===== src/rtl/rof_sequencer_pkg.sv =====
// rof_sequencer_pkg: state encoding and default parameters for the rank-order filter run controller
package rof_sequencer_pkg;
  typedef enum logic [2:0] {S_IDLE, S_CLEAR, S_ISSUE, S_DRAIN, S_DONE} state_t;
  localparam int DEF_N = 9;
  localparam int DEF_ADDR_BITS = 8;
  localparam int DEF_NUM_SAMPLES = 255;
  localparam int DEF_ROM_LAT = 1;
  localparam int DEF_FILT_LAT = 1;
endpackage


===== src/rtl/rof_sequencer_if.sv =====
// rof_sequencer_if: run-control and ROM/filter/RAM sequencing signals of the rank-order filter
interface rof_sequencer_if
  import rof_sequencer_pkg::*;
#(
  parameter int ADDR_BITS = DEF_ADDR_BITS
);
  logic start, hold, filt_clr, filt_en, ram_we, busy, done;
  logic [ADDR_BITS-1:0] rom_addr, ram_waddr;
  modport master (output start, hold, input rom_addr, filt_clr, filt_en, ram_we, ram_waddr, busy, done);
  modport slave (input start, hold, output rom_addr, filt_clr, filt_en, ram_we, ram_waddr, busy, done);
endinterface


===== src/rtl/rof_sequencer_valid_delay.sv =====
// valid_delay: shift register of valid bits; pend flags any bit held after the coming edge
module valid_delay #(
  parameter int DEPTH = 1
) (
  input  logic clk,
  input  logic rst,
  input  logic din,
  output logic dout,
  output logic pend
);
  logic [DEPTH-1:0] sr, sr_n;
  assign sr_n = DEPTH'({sr, din});
  assign dout = sr[DEPTH-1];
  assign pend = |sr_n;
  always_ff @(posedge clk) sr <= rst ? '0 : sr_n;
endmodule


===== src/rtl/rof_sequencer.sv =====
// rof_sequencer: sequences ROM reads, filter enables and result RAM writes for one filter run
module rof_sequencer
  import rof_sequencer_pkg::*;
#(
  parameter int N           = DEF_N,
  parameter int ADDR_BITS   = DEF_ADDR_BITS,
  parameter int NUM_SAMPLES = DEF_NUM_SAMPLES,
  parameter int ROM_LAT     = DEF_ROM_LAT,
  parameter int FILT_LAT    = DEF_FILT_LAT
) (
  input logic clk,
  input logic rst,
  rof_sequencer_if.slave bus
);
  if (N < 1 || NUM_SAMPLES < 1 || NUM_SAMPLES >= 2**ADDR_BITS || ROM_LAT < 1 || FILT_LAT < 1) begin : g_bad_cfg
    $error("rof_sequencer: illegal parameter set");
  end
  state_t state, state_n;
  logic [ADDR_BITS-1:0] cnt, waddr;
  logic issue, last, rom_vld, rom_pend, wr_vld, wr_pend;
  assign issue = state == S_ISSUE && !bus.hold;
  assign last = cnt == ADDR_BITS'(NUM_SAMPLES - 1);
  valid_delay #(.DEPTH(ROM_LAT)) u_rom_dly (.clk(clk), .rst(rst), .din(issue), .dout(rom_vld), .pend(rom_pend));
  valid_delay #(.DEPTH(FILT_LAT)) u_filt_dly (.clk(clk), .rst(rst), .din(rom_vld), .dout(wr_vld), .pend(wr_pend));
  always_comb begin
    state_n = state;
    case (state)
      S_IDLE:  state_n = bus.start ? S_CLEAR : S_IDLE;
      S_CLEAR: state_n = S_ISSUE;
      S_ISSUE: state_n = issue && last ? S_DRAIN : S_ISSUE;
      // leave on the edge that empties the pipes, so done lands right after the last write
      S_DRAIN: state_n = rom_pend || wr_pend ? S_DRAIN : S_DONE;
      S_DONE:  state_n = S_IDLE;
      default: state_n = S_IDLE;
    endcase
    bus.filt_clr = state == S_CLEAR;
    bus.filt_en = rom_vld;
    bus.ram_we = wr_vld;
    bus.busy = state == S_CLEAR || state == S_ISSUE || state == S_DRAIN;
    bus.done = state == S_DONE;
    bus.rom_addr = cnt;
    bus.ram_waddr = waddr;
  end
  always_ff @(posedge clk) begin
    if (rst) begin
      state <= S_IDLE;
      cnt <= '0;
      waddr <= '0;
    end else begin
      state <= state_n;
      cnt <= state_n == S_CLEAR ? '0 : issue && !last ? cnt + 1'b1 : cnt;
      waddr <= state_n == S_CLEAR ? '0 : wr_vld ? waddr + 1'b1 : waddr;
    end
  end
endmodule

===== src/flat_wrapper.sv =====
// flat-port wrapper written by rule: the top's interface ports become plain ports
module rof_sequencer_flat import rof_sequencer_pkg::*;
#(
  parameter int N           = DEF_N,
  parameter int ADDR_BITS   = DEF_ADDR_BITS,
  parameter int NUM_SAMPLES = DEF_NUM_SAMPLES,
  parameter int ROM_LAT     = DEF_ROM_LAT,
  parameter int FILT_LAT    = DEF_FILT_LAT
)
  (clk, rst, bus_start, bus_hold, bus_rom_addr, bus_filt_clr, bus_filt_en, bus_ram_we, bus_ram_waddr, bus_busy, bus_done);
  rof_sequencer_if #(.ADDR_BITS(ADDR_BITS)) bus_i ();
  input logic clk;
  input logic rst;
  input wire logic [$bits(bus_i.start)-1:0] bus_start;
  input wire logic [$bits(bus_i.hold)-1:0] bus_hold;
  output wire logic [$bits(bus_i.rom_addr)-1:0] bus_rom_addr;
  output wire logic [$bits(bus_i.filt_clr)-1:0] bus_filt_clr;
  output wire logic [$bits(bus_i.filt_en)-1:0] bus_filt_en;
  output wire logic [$bits(bus_i.ram_we)-1:0] bus_ram_we;
  output wire logic [$bits(bus_i.ram_waddr)-1:0] bus_ram_waddr;
  output wire logic [$bits(bus_i.busy)-1:0] bus_busy;
  output wire logic [$bits(bus_i.done)-1:0] bus_done;
  assign bus_i.start = bus_start;
  assign bus_i.hold = bus_hold;
  assign bus_rom_addr = bus_i.rom_addr;
  assign bus_filt_clr = bus_i.filt_clr;
  assign bus_filt_en = bus_i.filt_en;
  assign bus_ram_we = bus_i.ram_we;
  assign bus_ram_waddr = bus_i.ram_waddr;
  assign bus_busy = bus_i.busy;
  assign bus_done = bus_i.done;
  rof_sequencer #(.N(N), .ADDR_BITS(ADDR_BITS), .NUM_SAMPLES(NUM_SAMPLES), .ROM_LAT(ROM_LAT), .FILT_LAT(FILT_LAT)) u_core (.clk(clk), .rst(rst), .bus(bus_i));
endmodule

===== config.mk =====
export PLATFORM = sky130hd
export DESIGN_NAME = rof_sequencer_flat
export DESIGN_NICKNAME = d
export VERILOG_FILES = /design/src/rtl/rof_sequencer_pkg.sv /design/src/rtl/rof_sequencer_if.sv /design/src/rtl/rof_sequencer_valid_delay.sv /design/src/rtl/rof_sequencer.sv /design/src/flat_wrapper.sv
export SDC_FILE = /design/constraint.sdc
export NUM_CORES = 1
export LEC_CHECK = 0
export CORE_AREA = 2 2 49 51
export DETAILED_ROUTE_END_ITERATION = 10
export DIE_AREA = 0 0 51 53
export PLACE_DENSITY = 0.76
export SETUP_SLACK_MARGIN = 0.4
export SLEW_MARGIN = 15
export SYNTH_ARGS = -nofsm -noshare
export SYNTH_HDL_FRONTEND = slang
export SYNTH_SLANG_ARGS = --single-unit

===== constraint.sdc =====
create_clock -name clk -period 2.4 [get_ports clk]
set_input_delay 0.48 -clock clk [delete_from_list [all_inputs] [get_ports clk]]
set_output_delay 0.48 -clock clk [all_outputs]
set_load 0.02 [all_outputs]

==> impl_metrics.py <==
metrics = {
    "routing": {
        "drtAntennaViolNets": 0,
        "avgViaCountPerCell": 5.78,
        "drt_iter0_markers": 13,
        "first_pass_iters": 6,
        "wl_per_cell_um": 13.3,
        "wl_mm": 2.19,
        "drc_errors": 0,
        "detailroute.via_count": 948,
    },
    "yosys": {
        "synthesis.area_um2": 1060,
        "synth_area_per_cell_um2": 9.41,
        "synth-seq-area-share_pct": 39.5,
        "synth_cell_type_count": 36,
        "synthMostInstantiatedCell": "dfxtp_1",
        "synth_top_area_share_pct": 39.5,
        "synth-edff-count": 0,
        "synth_warnings": 0,
        "syn-instance-count": 113,
        "synthArstFlopShare_pct": 0,
        "synth_top_area_cell": "dfxtp_1",
        "ys_top_cells_by_area": "dfxtp_1 (40%), mux2i_1 (4.7%), nand3_1 (4.7%)",
        "synth_common_cells": "dfxtp_1 (21), nand3_1 (10), nor2_1 (9)",
        "synth_seq_cells": 21,
        "ys.flop_type": "dfxtp_1",
        "synth_nets": 120,
    },
    "cts": {
        "cts.sinks": 21,
        "numCtsBuffers": 3,
        "cts_root_buf": "clkbuf_4",
        "cts.clk_slew.worst_paths_ns": 0.11,
        "tritoncts": "done",
        "clock_latency_ns": 0.30,
        "clock_path_buffers": 2,
        "cts_setup_buffers": 0,
        "htreeDepth": 1,
    },
    "sta": {
        "min_period_ns": 1.93,
        "slew_headroom_pct": 68.6,
        "worstMarginPinSlew_ns": 0.469,
        "setup_viol": 0,
        "max_freq_ghz": 0.517,
        "worst_slack_ns": 0.466,
        "setup-tns-final_ns": 0,
        "hold_viol": 0,
        "skew_ns": 0.00168,
        "rsz0062_at_grt": "false",
        "fin_crit_sh_pct": 80.6,
        "drv_slew": 0,
    },
    "die": {
        "die_w_um": 51,
        "die_area_um2": 2700,
        "initial_core_util_pct": 49.5,
        "design.core.area_um2": 2150,
        "ios": 25,
        "core.rowCount": 17,
        "dieHeight_um": 53,
    },
    "worst_setup_path": {
        "worstSetupStartpointType": "flop",
        "r2r_setup_slack_ns": 0.91,
        "cp.required_ns": 1.92,
        "worstPathCellList": "clkdlybuf4s50_1",
        "critical_path_class": "reg -> out",
        "worstReg2RegEnd": "u_core.bus.rom_addr[7]",
        "r2r_cells": 3,
        "slowest_stage": "clkdlybuf4s50_1",
        "cpPeakStageDelay_ns": 0.67,
        "worstReg2RegStart": "u_core.state[2]",
        "crit_arrival_ns": 1.45,
        "end_kind": "output pin",
        "path_delay_family": "buffers and inverters",
        "critPathBufInv": 1,
        "path_max_fanout": 9,
    },
    "global_routing": {
        "grt_pass1_wl_mm": 3.68,
        "grtUsageMet1_pct": 21.6,
        "gr-usage-met2_pct": 31.6,
        "gr-usage-met3_pct": 3.11,
        "grt_antenna_before_repair": 0,
        "grt_max_degree": 13,
        "grt_overflow": 0,
        "grt_pass1_vias": 853,
        "grt_most_used_layer": "met2",
        "grt_use_total_pct": 17.9,
    },
    "status": {
        "status": "completed",
    },
    "final_layout": {
        "syn_to_final_growth_pct": 24.6,
        "nets": 144,
        "antenna_cells": 0,
        "drive_gt1_share_pct": 9.56,
    },
    "placed_design": {
        "dp_slack_ns": 0.408,
        "hpwl_mm": 1.60,
        "portBuffers": 24,
        "gp_congestion": 0.872,
    },
    "power": {
        "vdd_drop_max_mv": 0.338,
        "p_leak_nw": 0.474,
        "powerDensity_nw_per_um2": 448,
    },
    "hold_path": {
        "hp-class": "reg -> reg",
        "whs_path_depth": 2,
        "holdCritStartpoint": "u_core.bus.ram_waddr[7]",
        "hold_path_end": "u_core.bus.ram_waddr[7]",
    },
    "run": {
        "max-cap-violations": 0,
    },
}
==> worst max-delay path by stage <==
stage,startpoint,endpoint,slack [ns],depth (start not counted)
after global routing,u_core.bus.rom_addr[4],bus_rom_addr[4],0.40,1
after detailed placement,bus_hold,u_core.bus.rom_addr[7],0.41,4
after global placement,bus_hold,u_core.bus.rom_addr[7],0.44,4
after floorplan,u_core.bus.rom_addr[0],u_core.bus.rom_addr[3],0.91,5
final,u_core.bus.rom_addr[4],bus_rom_addr[4],0.47,1
after CTS,u_core.state[0],bus_filt_clr,0.33,2
==> placed cells by master (no fill, tap or decap), drive strengths merged, types with 2 or more instances in the layout <==
cell type       n
or4b            2
a31oi           2
mux2i           5
clkdlybuf4s50  21
a21oi           4
ha              3
nor3            2
or3             3
nand3          10
xor2            3
nand4           6
a211oi          4
dfxtp          21
nor4            4
and3            2
o21ai           4
nand3b          4
dlygate4sd2     2
nand2           5
inv             2
clkinv          2
nor2            9
clkbuf          3
nor3b           2
and4            2
==> layer usage <==
layer / wire length (µm) / vias to the layer above
met1: 1020 / 451
met4: 23 / 0
met2: 1040 / 23
met5: 0 / -
li1: - / 470
met3: 100 / 4
==> final cells by class <==
cell class / count / area (µm²)
Clock inverter: 1 / 5.00
Clock buffer: 3 / 22.5
Fill cell: 197 / 823
Multi-Input combinational cell: 84 / 586
Tap cell: 28 / 35.0
Timing Repair Buffer: 24 / 240
Inverter: 3 / 11.3
Sequential cell: 21 / 425
==> through the flow <==
stage / hold slack (ns) / instances / total power, W / util, % / cell area [µm²]
2_1_floorplan: 0.517 / 113 / 0.000417 / - / 1060
3_3_place_gp: 0.469 / 160 / 0.000433 / 60.2 / 1290
3_5_place_dp: 0.481 / 160 / 0.000434 / 60.2 / 1290
4_1_cts: 0.498 / 164 / 0.000597 / 61.5 / 1320
5_1_grt: 0.535 / 164 / 0.000614 / 61.7 / 1330
6_report: 0.496 / 164 / 0.000594 / 61.7 / 1330
==> repair_timing <==
item | CTS | global route
gates resized for setup | 5 | 2
setup endpoints to repair | 3 | 2
hold buffers | 0 | 0
gates cloned | 0 | 0
==> state kept, by name, indices dropped and copies added (netlist names) <==
name                    flops
u_core.u_rom_dly.dout       1
u_core.bus.rom_addr         8
u_core.state                3
u_core.u_filt_dly.dout      1
u_core.bus.ram_waddr        8
==> power breakdown <==
part	internal [W]	total [W]	leakage, nW	switching, W
Combinational	0.0000273	0.0000625	0.285	0.0000352
Sequential	0.000354	0.000363	0.171	0.00000968
Clock	0.0000622	0.000168	0.0177	0.000105
Total	0.000443	0.000594	0.474	0.000150
==> cells by family after synthesis <==
logic type	share of synthesized area, %
AO/OA/AOI/OAI	11.5
XOR/XNOR	3.29
adder cells (fa/ha/maj)	3.53
buffers and inverters	5.41
flip-flops	39.5
multiplexers	4.71
AND/OR/NAND/NOR	32.0
No activity file was read; power rests on OpenSTA's default activity.
